===== src/rtl/split_arbiter.sv =====
// Two-master bus arbiter with split-transaction support: a slave may park the
// current owner's transaction and later resume it ahead of any new request.
module split_arbiter #(
  parameter bit ROUND_ROBIN = 1'b1
) (
  input  logic clk,
  input  logic rstn,
  input  logic m1_breq,
  input  logic m2_breq,
  input  logic s_split,
  input  logic s_split_ready,
  output logic m1_bgrant,
  output logic m2_bgrant,
  output logic msel,
  output logic m1_split,
  output logic m2_split,
  output logic split_grant
);

  typedef enum logic [1:0] {IDLE, GNT_M1, GNT_M2} state_t;

  state_t state, state_n;
  logic   split_pend, split_pend_n;
  logic   split_mst, split_mst_n;   // 0 = m1, 1 = m2
  logic   last_gnt, last_gnt_n;     // 0 = m1, 1 = m2
  logic   msel_n, m1_split_n, m2_split_n, split_grant_n;
  logic   arb;
  logic   req1_eff, req2_eff;

  // A parked master's request is masked until its transaction resumes
  assign req1_eff = m1_breq & ~(split_pend & ~split_mst);
  assign req2_eff = m2_breq & ~(split_pend & split_mst);

  // State and all outputs registered
  always_ff @(posedge clk) begin
    if (!rstn) begin
      state       <= IDLE;
      split_pend  <= 1'b0;
      split_mst   <= 1'b0;
      last_gnt    <= 1'b1;
      msel        <= 1'b0;
      m1_split    <= 1'b0;
      m2_split    <= 1'b0;
      split_grant <= 1'b0;
      m1_bgrant   <= 1'b0;
      m2_bgrant   <= 1'b0;
    end else begin
      state       <= state_n;
      split_pend  <= split_pend_n;
      split_mst   <= split_mst_n;
      last_gnt    <= last_gnt_n;
      msel        <= msel_n;
      m1_split    <= m1_split_n;
      m2_split    <= m2_split_n;
      split_grant <= split_grant_n;
      m1_bgrant   <= (state_n == GNT_M1);
      m2_bgrant   <= (state_n == GNT_M2);
    end
  end

  // Next-state and output decisions
  always_comb begin
    state_n       = state;
    split_pend_n  = split_pend;
    split_mst_n   = split_mst;
    last_gnt_n    = last_gnt;
    msel_n        = msel;
    m1_split_n    = m1_split;
    m2_split_n    = m2_split;
    split_grant_n = split_grant;
    arb           = 1'b0;

    case (state)
      IDLE: arb = 1'b1;
      GNT_M1: begin
        if (s_split && !split_pend && !split_grant) begin
          m1_split_n   = 1'b1;
          split_pend_n = 1'b1;
          split_mst_n  = 1'b0;
          state_n      = m2_breq ? GNT_M2 : IDLE;
        end else if (!m1_breq) begin
          arb = 1'b1;
        end
      end
      GNT_M2: begin
        if (s_split && !split_pend && !split_grant) begin
          m2_split_n   = 1'b1;
          split_pend_n = 1'b1;
          split_mst_n  = 1'b1;
          state_n      = m1_breq ? GNT_M1 : IDLE;
        end else if (!m2_breq) begin
          arb = 1'b1;
        end
      end
      default: state_n = IDLE;
    endcase

    // Resume of a parked transaction beats any new request
    if (arb) begin
      state_n       = IDLE;
      split_grant_n = 1'b0;
      if (split_pend && s_split_ready) begin
        state_n       = split_mst ? GNT_M2 : GNT_M1;
        split_grant_n = 1'b1;
        split_pend_n  = 1'b0;
        if (split_mst) m2_split_n = 1'b0;
        else           m1_split_n = 1'b0;
      end else if (req1_eff && req2_eff) begin
        state_n = (ROUND_ROBIN ? ~last_gnt : 1'b0) ? GNT_M2 : GNT_M1;
      end else if (req1_eff) begin
        state_n = GNT_M1;
      end else if (req2_eff) begin
        state_n = GNT_M2;
      end
    end

    if (state_n == GNT_M1) begin
      last_gnt_n = 1'b0;
      msel_n     = 1'b0;
    end else if (state_n == GNT_M2) begin
      last_gnt_n = 1'b1;
      msel_n     = 1'b1;
    end
  end

endmodule


===== config.mk =====
export PLATFORM = sky130hd
export DESIGN_NAME = split_arbiter
export DESIGN_NICKNAME = d
export VERILOG_FILES = /design/src/rtl/split_arbiter.sv
export SDC_FILE = /design/constraint.sdc
export NUM_CORES = 1
export LEC_CHECK = 0
export CAP_MARGIN = 20
export CORE_MARGIN = 3
export CORE_UTILIZATION = 50
export CTS_BUF_LIST = sky130_fd_sc_hd__clkbuf_16
export CTS_CLUSTER_SIZE = 20
export DETAILED_ROUTE_END_ITERATION = 6
export GPL_ROUTABILITY_DRIVEN = 1
export PLACE_DENSITY = 0.77
export SYNTH_ARGS = -nofsm -noshare
export SYNTH_HDL_FRONTEND = slang
export SYNTH_SLANG_ARGS = --single-unit

===== constraint.sdc =====
create_clock -name clk -period 5 [get_ports clk]
set_input_delay 1.5 -clock clk [delete_from_list [all_inputs] [get_ports clk]]
set_output_delay 1.5 -clock clk [all_outputs]
set_load 0.05 [all_outputs]

# Word-level counts from Yosys, hierarchy flattened
# Index checks and enable logic that the tools add are counted.
# Widths: inputs -> output; s select.
# totals
register_bits,11
in_bits,6
out_inout_bits,6
elab_cells,73
# op_classes
n_eq_ne,6
muxes,37
bitwise_logic,8
n_reduce_logical,12
# op_table
cell,n
$mux 1,24
$mux 2,10
$pmux 2 s3,1
$and 1x1->1,4
$eq 2x1->1 const B,2
$eq 2x2->1 const B,2
$logic_and 1x1->1,4
$ne 2x2->1 const B,2
$not 1->1,4
$reduce_bool 2->1,2
$reduce_or 2->1,2
$pmux 1 s3,1
$reduce_and 3->1,1
$logic_not 1->1,2
$logic_not 2->1,1
$pmux 1 s2,1

# Longest topological paths before layout
# Gate-level depths: netlist of run 1.
# depth
ltp_word,11
mapped_depth,11
depth_no_buf,11

# Worst setup path after synthesis of run 1
# OpenSTA, ideal clock, no wires.
# synth_timing
kind,in2reg
from,in s_split
to,reg last_gnt
setup_ps,74
arrival_ps,3043
required_time_ps,4926
slack_ps,1883
path_stages,9
path_buffers,0
cell_sequence,nor3b_4 > mux2_4 > a221oi_4 > nor3_2 > inv_1 > ha_1 > inv_1 > nor3_1 > a31oi_1
# synth_via
elab_chain_cells,7
word_cells_on_any_way,13
cone_classes,2 x eq/ne; 8 x mux; 3 x reduce/logical
# synth_rtl
item,line_no,source
from (decl),10,"input logic s_split,"
$logic_and 1x1->1 (*) (2 in series),"76, 86",
"$mux 2, or another cell as far along",86,if (s_split && !split_pend && !split_grant) begin
$pmux 2 s3 or $pmux 1 s3 (tied branches),73,case (state)
$mux 2 (*),99,if (arb) begin
via state_n[0],22,"state_t state, state_n;"
$eq 2x1->1 or $eq 2x2->1 (tied branches),"117, 120",
$mux 1 or $reduce_bool 2->1 (tied branches),n/a,
to (signal assigned),51,last_gnt <= last_gnt_n;
to (decl),25,"logic last_gnt, last_gnt_n;"
# Mark *: on every way through the listed nets, which the timed path passes. The rest lies on a longest branch.
# A chain may end at the register's enable or synchronous reset.

# Worst setup path after layout of run 1
# Ends and elaborated chain as after synthesis.

==> results of run 1 <==
==> cell type report <==
type,count,area [um^2]
tap,15,18.8
timing repair buffer,11,110
inverter,8,30.0
clock inverter,1,3.75
fill,112,409
sequential,11,220
clock buffer,3,75.1
multi-input combinational,60,499
==> Yosys cell counts, types with 2 or more instances <==
master and n:
nand2_1 5, dfxtp_1 11, nor4_1 2, nor2_1 3, nor3b_1 2, a21oi_1 4, inv_1 8, ha_1 6
o21ai_0 6, nand2b_1 2, nor3_1 3, and2_1 3
==> per-layer routing <==
| layer | GRT usage | vias to the layer above | part of all wire |
|---|---|---|---|
| met2 | 0.302 | 12 | 0.49 |
| met3 | 0.0279 | 6 | 0.037 |
| met5 | 0 | - | 0 |
| met1 | 0.205 | 289 | 0.45 |
| met4 | 0.123 | 0 | 0.024 |
| li1 | - | 318 | - |
==> path summary, 6_finish.rpt <==
path                       start                    end  slack (ns)  depth (start not counted)
max                      s_split  last_gnt$_SDFFE_PN1P_        1.46                         10
min            msel$_SDFFE_PP0N_      msel$_SDFFE_PP0N_        0.48                          2
max reg2reg  state[0]$_SDFF_PN0_  last_gnt$_SDFFE_PN1P_        2.71                         11
min reg2reg    msel$_SDFFE_PP0N_      msel$_SDFFE_PP0N_        0.48                          2
==> power by group <==
part | total [mW] | internal [mW] | switching, mW
Sequential | 0.142 | 0.115 | 0.0265
Clock | 0.142 | 0.105 | 0.0371
Combinational | 0.382 | 0.153 | 0.228
Total | 0.665 | 0.373 | 0.292
==> critical path: stages <==
cell and delay (ns):
clkdlybuf4s50_1 0.47, nor3b_4 0.38, mux2_4 0.35, a221oi_4 0.32
nor3_2 0.11, inv_1 0.07, ha_1 0.22, inv_1 0.07
nor3_1 0.05, a31oi_1 0.15
==> per-stage QoR <==
stage	cells	hold slack (ns)	instance area (um^2)	utilization	setup slack, ns
after global routing	109	0.514	957	0.701	1.34
after detailed placement	105	0.474	878	0.643	1.23
after floorplan	80	0.495	761	-	1.88
after CTS	109	0.486	957	0.701	1.44
final	109	0.480	957	0.701	1.46
after global placement	105	0.469	878	0.643	1.28
==> kinds of logic (layout without fill, tap and decap cells) <==
group / after synthesis / after routing / share of synthesized area
AND/OR/NAND/NOR: 32 / 32 / 0.285
AO/OA/AOI/OAI: 21 / 21 / 0.253
buffers and inverters: 9 / 23 / 0.0543
multiplexers: 1 / 1 / 0.0197
flip-flops: 11 / 11 / 0.289
adder cells (fa/ha/maj): 6 / 6 / 0.0987
==> metrics.txt, run 1 <==
final hold violation count=0; post-synthesis async set-or-reset flop share=0; Main synth FF type=dfxtp_1; I/O Pins=12; Leakage Power=approximately 0.38 nW; drt first pass iters=3; outcome=completed; flops & latches, synth=11; Total GRT Usage=0.179; final net count=107; cts bufs inserted=3; Synth area leaders=dfxtp_1, ha_1, o21ai_0; Initial Utilization=0.557; CTS Sinks=11; Post-Syn Area=761 um^2; CORE AREA=1370 um^2; crit path kind=in2reg; wire per inst=14.3 um; CP endpoint kind=flip-flop; vias in the first global route=600; RD Place Congestion=0.817; Post-CTS Resized=0; Max transition margin=0.665; cts hold-fix bufs=0; clk_lat worst skew=0.24 ns; I/O Buffers=11; Distinct cells, synth=37; antenna violations before repair=0; fmax=0.283 GHz; DRC Markers=0; final setup TNS=0 ns; chip height=around 45 um; grt ovf=0; Final period util=0.707; Worst-path clk slew=roughly 0.040 ns; area grow syn2layout=25.8%; Rows=13; diodes inserted=0; post-layout total power=around 0.67 mW; layout cells sized above 1=0.191; Via density=5.73; Iteration-0 DRC Markers=12; Syn Inst Count=80; TritonCTS clock tree=yes; routed wire length=~1600 um; EDFF count, synth=0; Yosys top cell area share=0.289; Max Clock Skew=0.00382 ns; # Max-Cap Violations=0; register area share after synthesis=0.289; Pins Over Slew Limit=0; first-pass GRT wire length=2580 um; Post-CTS Setup Repair Bufs=0; Die Wd=45.0 um; die footprint=2030 um^2; pwr dens=695 nW/um^2; largest net degree at the start of global routing=9; final setup fails=0; synth warn=0; commonest non-fill, non-tap cells in the layout=clkdlybuf4s50_1, dfxtp_1, inv_1, o21ai_0, ha_1; CP Max Fanout=8; H-tree levels=1; Final min period=between 3 and 4 ns; Most flops, register=state; maximum VDD drop=0.436 mV; Startpoint Class=primary input; worst endpoint required time=just over 5 ns; max FFs per register=2; Worst-Margin Slew=~0.5 ns; clock root cell=clkbuf_16; worst-case clock buffer depth=2; Avg Inst Size Synth=9.51 um^2; HPWL after DPL=~1200 um; cell taking the most area after synthesis=dfxtp_1; ANT nets after route=0; Syn Nets=92; WP data arrival=3.69 ns; unrepaired setup endpoints after global routing=no; via count=625; Worst Hold Class=reg2reg
Note: power is estimated with default switching activity, not from simulation.
==> inputs of run 2 (changes only) <==
==> constraint.sdc (replaced) <==
create_clock -name clk -period 3.3 [get_ports clk]
set_input_delay 0.99 -clock clk [delete_from_list [all_inputs] [get_ports clk]]
set_output_delay 0.99 -clock clk [all_outputs]
set_load 0.05 [all_outputs]
==> metrics.txt, run 2 (same netlist as run 1, synthesis figures left out) <==
outcome=completed; Final period util=0.936; Max Clock Skew=0.00196 ns (-0.00186 ns); max FFs per register=2 (unchanged); Worst-path clk slew=0.04 ns (about the same); routed wire length=1790 um (+15%); I/O Buffers=11 (unchanged); clock root cell=clkbuf_16; TritonCTS clock tree=yes; # Max-Cap Violations=0 (unchanged); clk_lat worst skew=0.24 ns (about the same); Final Util=0.712 (+0.0110); cts hold-fix bufs=0 (unchanged); chip height=45.0 um (unchanged); worst-case clock buffer depth=2 (unchanged); HPWL after DPL=1250 um (+2.7%); Worst-Margin Slew=0.496 ns (-0.00542 ns); Iteration-0 DRC Markers=22 (+10); first-pass GRT wire length=2900 um (+13%); fmax=0.324 GHz; via count=661 (+5.8%); r2r setup slk=0.90 ns (-1.81 ns); Reg2Reg Depth=10 (-1); drt first pass iters=4 (+1); Post-CTS Resized=0 (unchanged); Final min period=3.09 ns; DRC Markers=0 (unchanged); antenna violations before repair=0 (unchanged); commonest non-fill, non-tap cells in the layout=clkdlybuf4s50_1, dfxtp_1, inv_1, o21ai_0, ha_1; RR Endpoint=last_gnt$_SDFFE_PN1P_; area grow syn2layout=27.8%; final hold violation count=0 (unchanged); origin of the worst setup path=m1_breq; Total GRT Usage=0.206 (+0.0264); grt ovf=0 (unchanged); crit path kind=in2reg; pwr dens=1080 nW/um^2 (+55%); ANT nets after route=0 (unchanged); die footprint=2030 um^2 (unchanged); Leakage Power=0.386 nW (+2.6%); Final Cell Area=972 um^2 (+1.6%); maximum VDD drop=0.587 mV (+35%); CTS Sinks=11 (unchanged); vias in the first global route=647 (+7.8%); RD Place Congestion=0.848 (+3.7%); Max transition margin=0.669 (+0.00362); H-tree levels=1 (unchanged); final setup TNS=0 ns (unchanged); Die Wd=45.0 um (unchanged); CP Max Fanout=6 (-2); wire per inst=16.1 um (+13%); worst setup path endpoint=last_gnt$_SDFFE_PN1P_; hold_ws=0.476 ns (-0.00351 ns); register area=220 um^2 (unchanged); filler cell count=106 (-5.4%); worst endpoint required time=3.41 ns (-1.75 ns); Most flops, register=state; largest net degree at the start of global routing=9 (unchanged); final setup fails=0 (unchanged); DP Area=893 um^2 (+1.7%); diodes inserted=0 (unchanged); Startpoint Class=primary input; WP data arrival=3.20 ns (-0.49 ns); Pins Over Slew Limit=0 (unchanged); reg2reg start=state[0]$_SDFF_PN0_; Worst Hold Class=reg2reg; cts bufs inserted=3 (unchanged); CORE AREA=1370 um^2 (unchanged); unrepaired setup endpoints after global routing=no; CP endpoint kind=flip-flop; I/O Pins=12 (unchanged); Via density=5.95 (+3.9%); Post-CTS Setup Repair Bufs=0 (unchanged); Initial Utilization=0.557 (unchanged); final net count=109 (+1.9%); Rows=13 (unchanged); multi-input logic area=499 um^2 (unchanged); layout cells sized above 1=0.208 (+0.0168)
run 2: layer usage:
layer	GRT usage	up-vias	routed length (um)
li1	-	325	-
met1	0.242	307	759
met2	0.325	24	915
met3	0.0518	5	67
met4	0.140	0	42
met5	0	-	0
run 2: where the power goes:
group | total, mW | internal [mW] | switching, mW
clock | 0.216 | 0.159 | 0.0569
sequential | 0.218 | 0.175 | 0.0433
combinational | 0.612 | 0.248 | 0.364
run 2: how the worst min path moves through the flow:
stage | start | end | depth (start not counted)
2_1_floorplan | split_mst$_SDFFE_PN0P_ | split_mst$_SDFFE_PN0P_ | 2
3_3_place_gp | msel$_SDFFE_PP0N_ | msel$_SDFFE_PP0N_ | 2
5_1_grt | msel$_SDFFE_PP0N_ | msel$_SDFFE_PP0N_ | 2
6_report | msel$_SDFFE_PP0N_ | msel$_SDFFE_PP0N_ | 2
4_1_cts | msel$_SDFFE_PP0N_ | msel$_SDFFE_PP0N_ | 2
3_5_place_dp | msel$_SDFFE_PP0N_ | msel$_SDFFE_PP0N_ | 2
run 2: critical path, stage by stage:
cell and delay, ns:
clkdlybuf4s50_1 0.52, and2b_1 0.21, o21ai_0 0.36, a221oi_4 0.16, nor3_2 0.29, inv_1 0.08, ha_1 0.28, inv_1 0.05
nor3_1 0.18, a31oi_1 0.07
run 2: final cells by class:
cell class,instances,share of cell area
Multi-Input combinational cell,60,0.514
Clock buffer,3,0.0772
Inverter,8,0.0309
Sequential cell,11,0.227
Timing Repair Buffer,13,0.129
Clock inverter,1,0.00386
Tap cell,15,0.0193
run 2: per-stage QoR:
step	std cells	setup slack, ns	total power [mW]
final	111	0.212	1.05
after global routing	111	0.160	1.11
after CTS	111	0.229	1.05
after detailed placement	107	0.00892	0.820
after global placement	107	0.199	0.800
after floorplan	80	0.693	0.678
